$ cat config.mk
export PLATFORM = sky130hd
export DESIGN_NAME = sum_serial_nb
export DESIGN_NICKNAME = d
export VERILOG_FILES = /design/src/rtl/sum_serial_nb.sv
export SDC_FILE = /design/constraint.sdc
export NUM_CORES = 1
export LEC_CHECK = 0
export BUFFER_PORTS_ARGS = -buffer_cell sky130_fd_sc_hd__buf_2
export CORE_MARGIN = 2
export CORE_UTILIZATION = 49
export DETAILED_ROUTE_END_ITERATION = 8
export GPL_ROUTABILITY_DRIVEN = 0
export PLACE_DENSITY = 0.72
export SYNTH_ARGS = -nofsm -noshare
export SYNTH_HDL_FRONTEND = slang
export SYNTH_SLANG_ARGS = --single-unit
$ cat constraint.sdc
create_clock -name clk -period 1.7 [get_ports clk]
set_clock_uncertainty 0.2 [all_clocks]
set_input_delay 0.255 -clock clk [delete_from_list [all_inputs] [get_ports clk]]
set_output_delay 0.255 -clock clk [all_outputs]
set_load 0.02 [all_outputs]
$ cat src/rtl/sum_serial_nb.sv
// sum_serial_nb: bit-serial N-bit adder.
// Two operands and a carry-in are latched on an accepted start and then fed
// LSB first, one bit pair per clock, through a single 1-bit full adder
// (sum1b). The carry is held in a register between cycles. Each sum bit is
// shifted into a result register from the MSB end. S/Cout are loaded only
// when the last bit has been summed, and then held until the next completion.

// sum1b: 1-bit full adder, the arithmetic core of the serial adder.
module sum1b (
    input  logic a,
    input  logic b,
    input  logic ci,
    output logic s,
    output logic co
);

    assign s  = a ^ b ^ ci;
    assign co = (a & b) | (ci & (a ^ b));

endmodule

module sum_serial_nb #(
    parameter int N = 8
) (
    input  logic         clk,
    input  logic         rst_n,
    input  logic         start,
    input  logic [N-1:0] A,
    input  logic [N-1:0] B,
    input  logic         Ci,
    output logic         busy,
    output logic         done,
    output logic [N-1:0] S,
    output logic         Cout
);

    // Counter needs at least one bit even when N == 1.
    localparam int CW = (N > 1) ? $clog2(N) : 1;
    localparam logic [CW-1:0] LAST_CNT = CW'(N - 1);

    localparam logic [1:0] ST_IDLE = 2'd0;
    localparam logic [1:0] ST_RUN  = 2'd1;
    localparam logic [1:0] ST_DONE = 2'd2;

    logic [1:0]    state;
    logic [1:0]    state_next;
    logic [N-1:0]  a_sr;
    logic [N-1:0]  b_sr;
    logic [N-1:0]  res_sr;
    logic          carry;
    logic [CW-1:0] cnt;

    logic          fa_s;
    logic          fa_co;
    logic [N:0]    res_wide;
    logic [N-1:0]  res_next;
    logic          accept;
    logic          last_bit;

    sum1b u_fa (
        .a  (a_sr[0]),
        .b  (b_sr[0]),
        .ci (carry),
        .s  (fa_s),
        .co (fa_co)
    );

    // The new sum bit enters at the MSB while the rest moves one place right.
    // Building it through an N+1 wide vector keeps the N == 1 case legal.
    assign res_wide = {fa_s, res_sr};
    assign res_next = res_wide[N:1];

    // A start is only honoured when no addition is in flight.
    assign accept   = start && ((state == ST_IDLE) || (state == ST_DONE));
    assign last_bit = (state == ST_RUN) && (cnt == LAST_CNT);

    // Next-state decode for the IDLE / RUN / DONE sequence.
    always_comb begin
        state_next = state;
        case (state)
            ST_IDLE: begin
                if (start) begin
                    state_next = ST_RUN;
                end
            end
            ST_RUN: begin
                if (last_bit) begin
                    state_next = ST_DONE;
                end
            end
            ST_DONE: begin
                state_next = start ? ST_RUN : ST_IDLE;
            end
            default: begin
                state_next = ST_IDLE;
            end
        endcase
    end

    // State register plus registered busy/done status flags.
    always_ff @(posedge clk or negedge rst_n) begin
        if (!rst_n) begin
            state <= ST_IDLE;
            busy  <= 1'b0;
            done  <= 1'b0;
        end else begin
            state <= state_next;
            busy  <= (state_next == ST_RUN);
            done  <= (state_next == ST_DONE);
        end
    end

    // Serial datapath: load on accept, otherwise shift one bit per RUN cycle.
    always_ff @(posedge clk or negedge rst_n) begin
        if (!rst_n) begin
            a_sr   <= '0;
            b_sr   <= '0;
            res_sr <= '0;
            carry  <= 1'b0;
            cnt    <= '0;
        end else if (accept) begin
            a_sr   <= A;
            b_sr   <= B;
            res_sr <= '0;
            carry  <= Ci;
            cnt    <= '0;
        end else if (state == ST_RUN) begin
            a_sr   <= a_sr >> 1;
            b_sr   <= b_sr >> 1;
            res_sr <= res_next;
            carry  <= fa_co;
            cnt    <= cnt + CW'(1);
        end
    end

    // Result outputs change only when the final bit has been summed.
    always_ff @(posedge clk or negedge rst_n) begin
        if (!rst_n) begin
            S    <= '0;
            Cout <= 1'b0;
        end else if (last_bit) begin
            S    <= res_next;
            Cout <= fa_co;
        end
    end

endmodule

# ---- Word level (Yosys, flattened, before mapping)
# Index checks and enable logic that the tools add are counted.
dict set report totals {
  regBits 41
  inputBits 20
  out_inout_bits 11
}
dict set report op_classes {
  addsub 1
  eq_ne 5
  n_mux 14
  bitwise 5
  n_reduce_logical 5
}
# cell count
set op_table {}
lappend op_table {{$mux W8} 6}
lappend op_table {{$mux W3} 2}
lappend op_table {{$pmux W2 S3} 1}
lappend op_table {{$eq A2 B1 Y1 const B} 2}
lappend op_table {{$eq A2 B2 Y1 const B} 2}
lappend op_table {{$mux W2} 2}
lappend op_table {{$add A3 B1 Y3 const B} 1}
lappend op_table {{$eq A3 B3 Y1 const B} 1}
lappend op_table {{$mux W1} 3}
lappend op_table {{$and A1 B1 Y1} 2}
lappend op_table {{$logic_and A1 B1 Y1} 2}
lappend op_table {{$logic_not A2 Y1} 1}
lappend op_table {{$reduce_bool A2 Y1} 1}
lappend op_table {{$xor A1 B1 Y1} 2}
lappend op_table {{$logic_or A1 B1 Y1} 1}
lappend op_table {{$or A1 B1 Y1} 1}

# ---- Longest topological paths before layout
# Gate-level depths: netlist of run 1.
dict set report logic_depth {
  word_depth 5
  ltp_mapped 6
  depth_no_buf 5
}

# ---- Hierarchy
# From an unflattened synthesis of run 1, not the netlist that was laid out.
dict set report hier_totals {
  hier_cells 138
  area_unflattened_um2 1806.7
}
# mod instances cells_each area_per_inst_um2 seq_area_each_um2
set modules_own_cells {}
lappend modules_own_cells {sum_serial_nb 1 137 1786.7 1001.0}
lappend modules_own_cells {sum1b 1 1 20.0 0.0}

# ---- Worst setup path before layout of run 1
# Ideal clock, no wire load.
dict set report synth_path {
  kind {reg2reg}
  startpoint {reg cnt[0]}
  endpoint {reg S[3]}
  setup_ns 0.125
  arrival_ns 1.326
  setup_slack_ns 0.049
  stages_incl_launch_ff 6
  period_less_slack_ns 1.651
  path_cell_list {dfrtp_1 > ha_1 > ha_1 > nand3b_4 > buf_6 > mux2_4}
}
dict set report synth_via {
  elab_chain_len 2
}
# element line
set synth_rtl {}
lappend synth_rtl {{from (decl)} 51} ;# logic [CW-1:0] cnt;
lappend synth_rtl {{from (signal assigned)} 132} ;# cnt <= cnt + CW'(1);
lappend synth_rtl {{$eq A3 B3 Y1} 75} ;# assign last_bit = (state == ST_RUN) && (cnt == LAST_CNT);
lappend synth_rtl {{$logic_and A1 B1 Y1} 75}
lappend synth_rtl {{to (signal assigned)} 142} ;# S <= res_next;
lappend synth_rtl {{to (decl)} 33} ;# output logic [N-1:0] S,
# Every way passes these cells.
# A chain may end at the register's enable or synchronous reset.

# ---- Worst setup path in the final report of run 1
dict set report layout_path {
  startpoint {reg cnt[1]}
  endpoint {reg cnt[2]}
}
dict set report layout_via {
  elab_chain_len 3
}
# element line
set layout_rtl {}
lappend layout_rtl {{$add A3 B1 Y3} 132}
lappend layout_rtl {{$mux W3} 127} ;# end else if (state == ST_RUN) begin
lappend layout_rtl {{$mux W3} 121} ;# end else if (accept) begin
# Every way passes these cells. The select of a mux whose other input is x is not followed.

==> metrics.yaml, run 1 <==
outcome: "complete, no violations"
yosysTopAreaCell: "dfrtp_1"
syn_area_per_cell_um2: 12.3
pwr-share-seq: 0.412
num_vias: 1302
synth_cell_types: 30
max_slew_margin: 0.657
cts-root-buf: "clkbuf_4"
async_flop_share: 1.00
critPathSlowestCell: "dfrtp_1"
rows: 21
cts_buffer_depth: 2
synth_edf_count: 0
dpl.cell_count: 221
ys_ff_latch: 40
synth_fp_nets: 169
grt_overflow_total: 0
syn2layout_area_growth_pct: 26.6
drive_above_1_share: 0.347
synth_area_leaders: "dfrtp_1, a22o_1, mux2_2"
drt_first_pass_iters: 4
fin_cells: 248
final_hold_viol_count: 0
synthesis.instances: 146
postRouteAntennaNets: 0
drc: 0
maxSlewViolCount: 0
path_class: "reg -> reg"
clk_pin_slew_ps: 120
cp_cell_sequence: "ha_1 > ha_2 > mux2_2 > a22o_1"
fp.dieArea_um2: 4150
fin_crit_sh: 0.983
via_per_inst: 5.25
grt_pass1_vias: 1383
cap_violations: 0
cp_slowest_stage_delay_ps: 430
cp_max_fo: 3
finalSetupTns_ps: 0
synth_top_area_share: 0.559
coreArea_um2: 3420
nFillCells: 279
clkLatencyLatePin_ps: 350
path_buf_inv: 0
ys_warn_count: 0
worst_slew_pin_slew_ps: 514
die_w_um: 64.5
ios: 31
cp.required_ps: 1740
critPathLaunchType: "flip-flop"
p_per_area_nw_per_um2: 1760
clock_power_share: 0.158
grt_first_pass_wirelength_um: 6170
cts_sinks: 40
swShare: 0.370
fin_nets: 224
die_h_um: 64.5
antenna_found_initial: 0
rsz0062_at_grt: "yes"
wirelength_um: 3540
period_needed_ps: 1670
grt_usage: 0.192
setup_viol: 0
max_freq_mhz: 599
crit_family: "adder cells"
start_util: 0.524
hold_path.class: "in -> reg"
combPwrFrac: 0.430
cts_tree: "yes"
p_sw_w: 0.00148
antenna_cells: 0
mostFrequentLayoutCells: "dfrtp_1, buf_2, dlygate4sd3_1"
vdd_ir_drop_max_mv: 0.959
wl_per_cell_um: 14.3
htreeDepth: 2
post-route-util: 0.664
p_int_w: 0.00252
place.port_buffers: 30
crit_path_start: "cnt[1]"
fin_hold_ws_ps: 3.16
p_leak_nw: 1.10
layout_commonest_cell: "dfrtp_1"
crit_arrival_ps: 1710
grt_max_degree: 41
cp-end-kind: "flip-flop"
rr_startpoint: "cnt[1]"
hpwl_um: 2270
drt_iter0_markers: 37
synth_ff_type: "dfrtp_1"
seq_area_frac_synth: 0.559
hold_start: "B[4]"
syn-cell-area_um2: 1790
cts_buffers: 5
## worst register-to-register path: cells and delay by family (launching register included)
kind	cells	cell delay (ps)
adder cells (fa/ha/maj)	2	460
flip-flops	1	430
multiplexers	1	250
AO/OA/AOI/OAI	1	230
## power by group through the flow
stage / sequential [W] / clock, W / combinational [W]
final: 0.00165 / 0.000632 / 0.00172
after global routing: 0.00171 / 0.000694 / 0.00191
after CTS: 0.00165 / 0.000647 / 0.00171
after detailed placement: 0.00167 / 0 / 0.00165
after global placement: 0.00164 / 0 / 0.00157
after floorplan: 0.00172 / 0 / 0.00116
## per-stage QoR
stage | area [um^2] | worst slack (ps) | power (W)
after global routing | 2270 | -1.52 | 0.00431
after global placement | 1990 | 60.1 | 0.00321
after detailed placement | 1990 | -13.6 | 0.00332
final | 2270 | 29.2 | 0.00400
after CTS | 2250 | 32.1 | 0.00401
after floorplan | 1790 | 49.1 | 0.00288
## logic make-up (layout without fill, tap and decap cells)
| family | Yosys count | count (layout) | synth area share |
|---|---|---|---|
| flops | 40 | 40 | 0.559 |
| compound gates | 34 | 34 | 0.132 |
| simple gates | 39 | 40 | 0.127 |
| mux | 14 | 14 | 0.0943 |
| fa+ha+maj | 3 | 3 | 0.0252 |
| xor+xnor | 1 | 1 | 0.00489 |
| buf+inv | 15 | 70 | 0.0573 |
## layout make-up
type | instances | area (um^2) | area share
Clock buffer | 5 | 37.5 | 0.0166
Tap cell | 46 | 57.6 | 0.0254
Inverter | 5 | 18.8 | 0.00828
Clock inverter | 3 | 42.5 | 0.0188
Multi-Input combinational cell | 92 | 709 | 0.313
Timing Repair Buffer | 57 | 400 | 0.177
Sequential cell | 40 | 1000 | 0.442
## worst paths after layout
check	to	slack [ps]	depth (start not counted)
max	cnt[2]	30	4
min	b_sr[4]	3	3
max reg2reg	cnt[2]	30	4
min reg2reg	S[7]	310	2
max in group asynchronous	a_sr[7]	920	3
min in group asynchronous	b_sr[6]	190	3
## flip-flops by register name, summed over array words and instances, names as in the netlist
| register | flops |
|---|---|
| Cout | 1 |
| S | 8 |
| a_sr | 8 |
| b_sr | 8 |
| busy | 1 |
| carry | 1 |
| cnt | 3 |
| done | 1 |
| res_sr | 7 |
| state | 2 |
## layer usage
metal	GRT usage	vias up	part of all wire
li1	-	636	-
met1	0.237	640	0.46
met2	0.326	22	0.49
met3	0.0556	4	0.034
met4	0.0585	0	0.010
met5	0	-	0
## cells in the mapped netlist (3+ instances only)
cell type   n
a211oi_1    3
o21ai_0     6
inv_1       5
mux2i_1     3
a22o_1      9
nor2_1     12
dfrtp_1    40
o22ai_1    11
buf_6       5
mux2_2      7
mux2_4      4
a21oi_1     3
nand2_1     4
nor2b_1     3
buf_2       4
nor3_1     10
## what timing repair did
action / in CTS / in global routing
pin swaps: 1 / 0
gates cloned: 1 / 0
hold buffers: 14 / 0
buffers inserted: 3 / 1
resized for setup: 1 / 1
setup endpoints to repair: 3 / 4
hold endpoints to repair: 53 / 0
No activity file was read; power rests on OpenSTA's default activity.
==> inputs of run 2 (changes only) <==
==> config.mk (replaced) <==
export PLATFORM = sky130hd
export DESIGN_NAME = sum_serial_nb
export DESIGN_NICKNAME = d
export VERILOG_FILES = /design/src/rtl/sum_serial_nb.sv
export SDC_FILE = /design/constraint.sdc
export NUM_CORES = 1
export LEC_CHECK = 0
export ABC_AREA = 1
export BUFFER_PORTS_ARGS = -buffer_cell sky130_fd_sc_hd__buf_2
export CORE_UTILIZATION = 50
export DETAILED_ROUTE_END_ITERATION = 8
export GPL_ROUTABILITY_DRIVEN = 0
export PLACE_DENSITY = 0.73
export SYNTH_ARGS = -nofsm -noshare
export SYNTH_HDL_FRONTEND = slang
export SYNTH_SLANG_ARGS = --single-unit
==> run 2 against run 1 <==
  * Non-clock buffer count down 13
  * Final area is 1.7% higher
  * Power grew 3.7%
  * Sequential power up 3%
  * Largest cell class unchanged
  * Worst setup slack better by 130 ps
  * Cell count grew 21%
==> metrics.yaml, run 2 <==
wirelength_um: 3480
fin_nets: 274
antenna_cells: 0
synth_edf_count: 0
die_w_um: 64.6
crit_arrival_ps: 1530
yosysTopAreaCell: "dfrtp_1"
grt_first_pass_wirelength_um: 6000
cp.required_ps: 1690
num_vias: 1439
final_hold_viol_count: 0
post-cts-setup-buffer-count: 0
fin_cells: 300
worst_slew_pin_slew_ps: 507
hold_path.class: "in -> reg"
grt_use_met2: 0.300
mostFrequentLayoutCells: "nand2_1, dfrtp_1, buf_2"
cpMostUsedCell: "nand2_1"
synth_fp_nets: 232
ys_ff_latch: 40
cts_tree: "yes"
clkLatencyLatePin_ps: 300
syn-cell-area_um2: 1960
synth_cell_types: 21
cp_cell_sequence: "inv_4 > nand2_4 > nand2_1 > nand2_1 > nand2_1"
cap_violations: 0
postRouteAntennaNets: 0
r2r_setup_slack_ps: 160
drc: 0
fin_crit_sh: 0.908
seq_area_frac_synth: 0.511
ys_warn_count: 0
synth_top_area_share: 0.511
drt_iter0_markers: 76
syn_area_per_cell_um2: 9.37
antenna_found_initial: 0
drt_first_pass_iters: 5
hold_start: "A[4]"
p_per_area_nw_per_um2: 1800
coreArea_um2: 3720
cp_max_fo: 35
grt_pass1_vias: 1382
yosysMostFrequentCell: "nand2_1"
path_buf_inv: 1
worst_r2r_path_depth: 5
hpwl_um: 2210
cp-end-kind: "flip-flop"
rr_startpoint: "state[0]"
critPathLaunchType: "flip-flop"
outcome: "complete, no violations"
htreeDepth: 2
setup_viol: 0
drive_above_1_share: 0.262
cts_buffers: 5
async_flop_share: 1.00
rsz0062_at_grt: "no"
grt_usage: 0.194
rows: 22
cts_buffer_depth: 2
maxSlewViolCount: 0
place.port_buffers: 30
cts-root-buf: "clkbuf_8"
synth_commonest_cells: "nand2_1, dfrtp_1, nand3_1"
gr-usage-met1: 0.243
clk_pin_slew_ps: 70
synth_ff_type: "dfrtp_1"
largestRegisters: "S: 8 flops, a_sr: 8 flops, b_sr: 8 flops"
fp.dieArea_um2: 4170
cts_sinks: 40
wl_per_cell_um: 11.6
top_usage_layer: "met2"
die_h_um: 64.6
via_per_inst: 4.80
synthesis.instances: 209
finalSetupTns_ps: 0
dpl.cell_count: 281
path_class: "reg -> reg"
use_met3: 0.0651
ios: 31
grt_max_degree: 41
vdd_ir_drop_max_mv: 0.673
crit_family: "flip-flops"
syn2layout_area_growth_pct: 17.7
cp_slowest_stage_delay_ps: 580
layout_commonest_cell: "nand2_1"
synth_area_leaders: "dfrtp_1, nand2_1, nand3_2"
start_util: 0.527
hold_path_end: "a_sr[4]"
period_needed_ps: 1540
r2r-end: "a_sr[3]"
p_leak_nw: 1.26
hold_path_depth: 3
max_slew_margin: 0.662
critPathSlowestCell: "dfrtp_1"
max_freq_mhz: 648
grt_overflow_total: 0
run 2: what timing repair did:
action,in CTS,in global routing
hold endpoints to repair,50,0
gates resized for setup,0,0
hold buffers,11,0
run 2: worst max path at each step:
stage	from	endpoint	slack (ps)	cells past startpoint
2_1_floorplan	cnt[0]	Cout	280	6
3_3_place_gp	state[0]	a_sr[5]	200	5
3_5_place_dp	state[0]	a_sr[5]	160	5
4_1_cts	state[0]	a_sr[5]	150	5
5_1_grt	state[0]	a_sr[1]	20	5
6_report	state[0]	a_sr[3]	160	5
run 2: where the power goes:
group          internal [W]  switching, W  total (W)
Clock              0.000436      0.000329   0.000764
Sequential          0.00139      0.000307    0.00170
Combinational      0.000633       0.00105    0.00169
run 2: cell type report:
type / count / area, um^2
well taps: 48 / 60.1
repair buffers: 44 / 283
clock buffers: 6 / 72.6
flip-flops and latches: 40 / 1000
inverters: 15 / 61.3
multi-input cells: 145 / 792
clock inverters: 2 / 35.0
fillers: 333 / 1410
run 2: through the flow:
stage               total power [W]  hold slack (ps)  cell area [um^2]   util  worst slack, ps
detailed placement          0.00339              146              2090  0.562              161
CTS                         0.00419             7.25              2300  0.620              151
finish                      0.00415             9.56              2300  0.620              156
global placement            0.00334              143              2090  0.562              198
global route                0.00449             15.1              2300  0.620             22.1
floorplan                   0.00314             -241              1960      -              282
run 2: cell families after synthesis:
kind of cell / count (synthesis) / synth area share
AOI/OAI and AO/OA: 4 / 0.0102
buffers and inverters: 24 / 0.0843
adders and majority gates: 3 / 0.0230
DFF: 40 / 0.511
and+or+nand+nor: 138 / 0.371
run 2: metal layers:
layer,up-vias,routed length (um),share of wire
met4,0,63,0.018
li1,739,-,-
met2,34,1600,0.46
met3,5,169,0.049
met5,-,0,0
met1,661,1650,0.47
run 2: worst reg2reg max path, stage by stage (launching register included):
cell and delay (ps):
dfrtp_1 580, inv_4 100, nand2_4 320, nand2_1 130, nand2_1 70, nand2_1 40
==> inputs of run 3 (changes only) <==
--- a/config.mk
+++ b/config.mk
@@ -7,6 +7,7 @@
 export LEC_CHECK = 0
 export ABC_AREA = 1
 export BUFFER_PORTS_ARGS = -buffer_cell sky130_fd_sc_hd__buf_2
+export CORE_ASPECT_RATIO = 1.1
 export CORE_UTILIZATION = 50
 export DETAILED_ROUTE_END_ITERATION = 8
 export GPL_ROUTABILITY_DRIVEN = 0
==> run 3 against run 2 <==
  * Utilization grew 0.14 points
  * Flip-flop and latch count unchanged
  * Non-clock buffer count is the same
  * Cell count increased by 0.33%
  * Global-route usage is 0.23 points lower
  * Sequential share of layout area grew 0.28 points
  * Die area barely moved
  * Combinational power about the same
  * Clock-buffer cell count unchanged
  * Fmax grew 0.24%
  * Register-to-register slack about the same
  * Critical path type unchanged
  * Largest power group is now combinational logic
==> metrics.yaml, run 3 (synthesis gave the netlist of run 2 again) <==
wl_met3_um: 134
cts_buffers: 5
wl_met2_um: 1720
wl_met1_um: 1650
rows: 23
grt_first_pass_wirelength_um: 5730
hpwl_um: 2300
cp_max_fo: 10
fin_nets: 274
highest_layer: "met4"
cts_buffer_depth: 2
p_per_area_nw_per_um2: 1740
cap_violations: 0
rsz0062_at_grt: "no"
period_needed_ps: 1540
hold_path_end: "a_sr[4]"
ios: 31
layout_commonest_cell: "nand2_1"
grt_max_degree: 36
totalPowerFinal_w: 0.00398
worst_slew_pin_slew_ps: 406
final_hold_viol_count: 0
mostFrequentLayoutCells: "nand2_1, dfrtp_1, buf_2"
fp.dieArea_um2: 4170
finalSetupTns_ps: 0
syn2layout_area_growth_pct: 16.9
max_slew_margin: 0.729
outcome: "complete, no violations"
postRouteAntennaNets: 0
die_w_um: 61.7
wl_per_cell_um: 11.8
grt_pass1_vias: 1316
post-cts-setup-buffer-count: 0
cts_resized: 0
fin_crit_sh: 0.906
place.port_buffers: 30
grt_overflow_total: 0
worst_r2r_path_depth: 6
wirelength_um: 3550
drc: 0
via_per_inst: 4.77
antenna_found_initial: 0
clk_pin_slew_ps: 70
postCtsHoldBufs: 11
cts_tree: "yes"
cp.required_ps: 1680
rr_startpoint: "cnt[0]"
htreeDepth: 2
critPathLaunchType: "flip-flop"
r2r-end: "S[3]"
p_leak_nw: 1.25
coreArea_um2: 3680
hold_start: "A[4]"
setup_viol: 0
die_h_um: 67.6
r2r_setup_slack_ps: 160
hold_path_depth: 3
maxSlewViolCount: 0
cts-root-buf: "clkbuf_8"
antenna_cells: 0
grt_usage: 0.191
cp-end-kind: "flip-flop"
cts_sinks: 40
clkLatencyLatePin_ps: 290
drt_iter0_markers: 101
vdd_ir_drop_max_mv: 0.714
drt_first_pass_iters: 4
path_class: "reg -> reg"
max_freq_mhz: 649
crit_arrival_ps: 1520
fin_hold_ws_ps: 8.81
largestRegisters: "S: 8 flops, a_sr: 8 flops, b_sr: 8 flops"
drive_above_1_share: 0.259
hold_path.class: "in -> reg"
start_util: 0.532
post-route-util: 0.622
num_vias: 1437
run 3: area by class of cell:
class,instances,area [um^2]
fill,333,1390
inverter,15,61.3
clock inverter,1,5.00
sequential,40,1000
multi-input combinational,145,792
timing repair buffer,44,295
tap,50,62.6
clock buffer,6,72.6
run 3: through the flow:
stage,setup slack [ps],cells,area (um^2)
finish,160,301,2290
global route,54.2,301,2290
floorplan,282,209,1960
detailed placement,166,283,2100
global placement,186,283,2100
CTS,151,301,2290
run 3: critical path, stage by stage (launching register included):
cell     delay (ps)
dfrtp_1         400
ha_1            210
ha_1            240
inv_1           180
nor2_8           80
nand2_1          70
nand2_1          50
run 3: layer usage:
metal / track usage / up-vias
met5: 0 / -
met4: 0.0750 / 0
met3: 0.0575 / 5
met2: 0.305 / 31
met1: 0.241 / 665
li1: - / 736
run 3: worst max-delay path by stage:
| stage | from | slack [ps] | to |
|---|---|---|---|
| after global placement | cnt[0] | 190 | Cout |
| after global routing | cnt[0] | 50 | S[6] |
| final | cnt[0] | 160 | S[3] |
| after floorplan | cnt[0] | 280 | Cout |
| after detailed placement | cnt[0] | 170 | S[7] |
| after CTS | cnt[0] | 150 | S[7] |
run 3: report_power, final:
| group | switching [W] | total [W] | internal [W] |
|---|---|---|---|
| combinational | 0.00108 | 0.00172 | 0.000637 |
| clock | 0.000307 | 0.000586 | 0.000279 |
| sequential | 0.000288 | 0.00168 | 0.00139 |
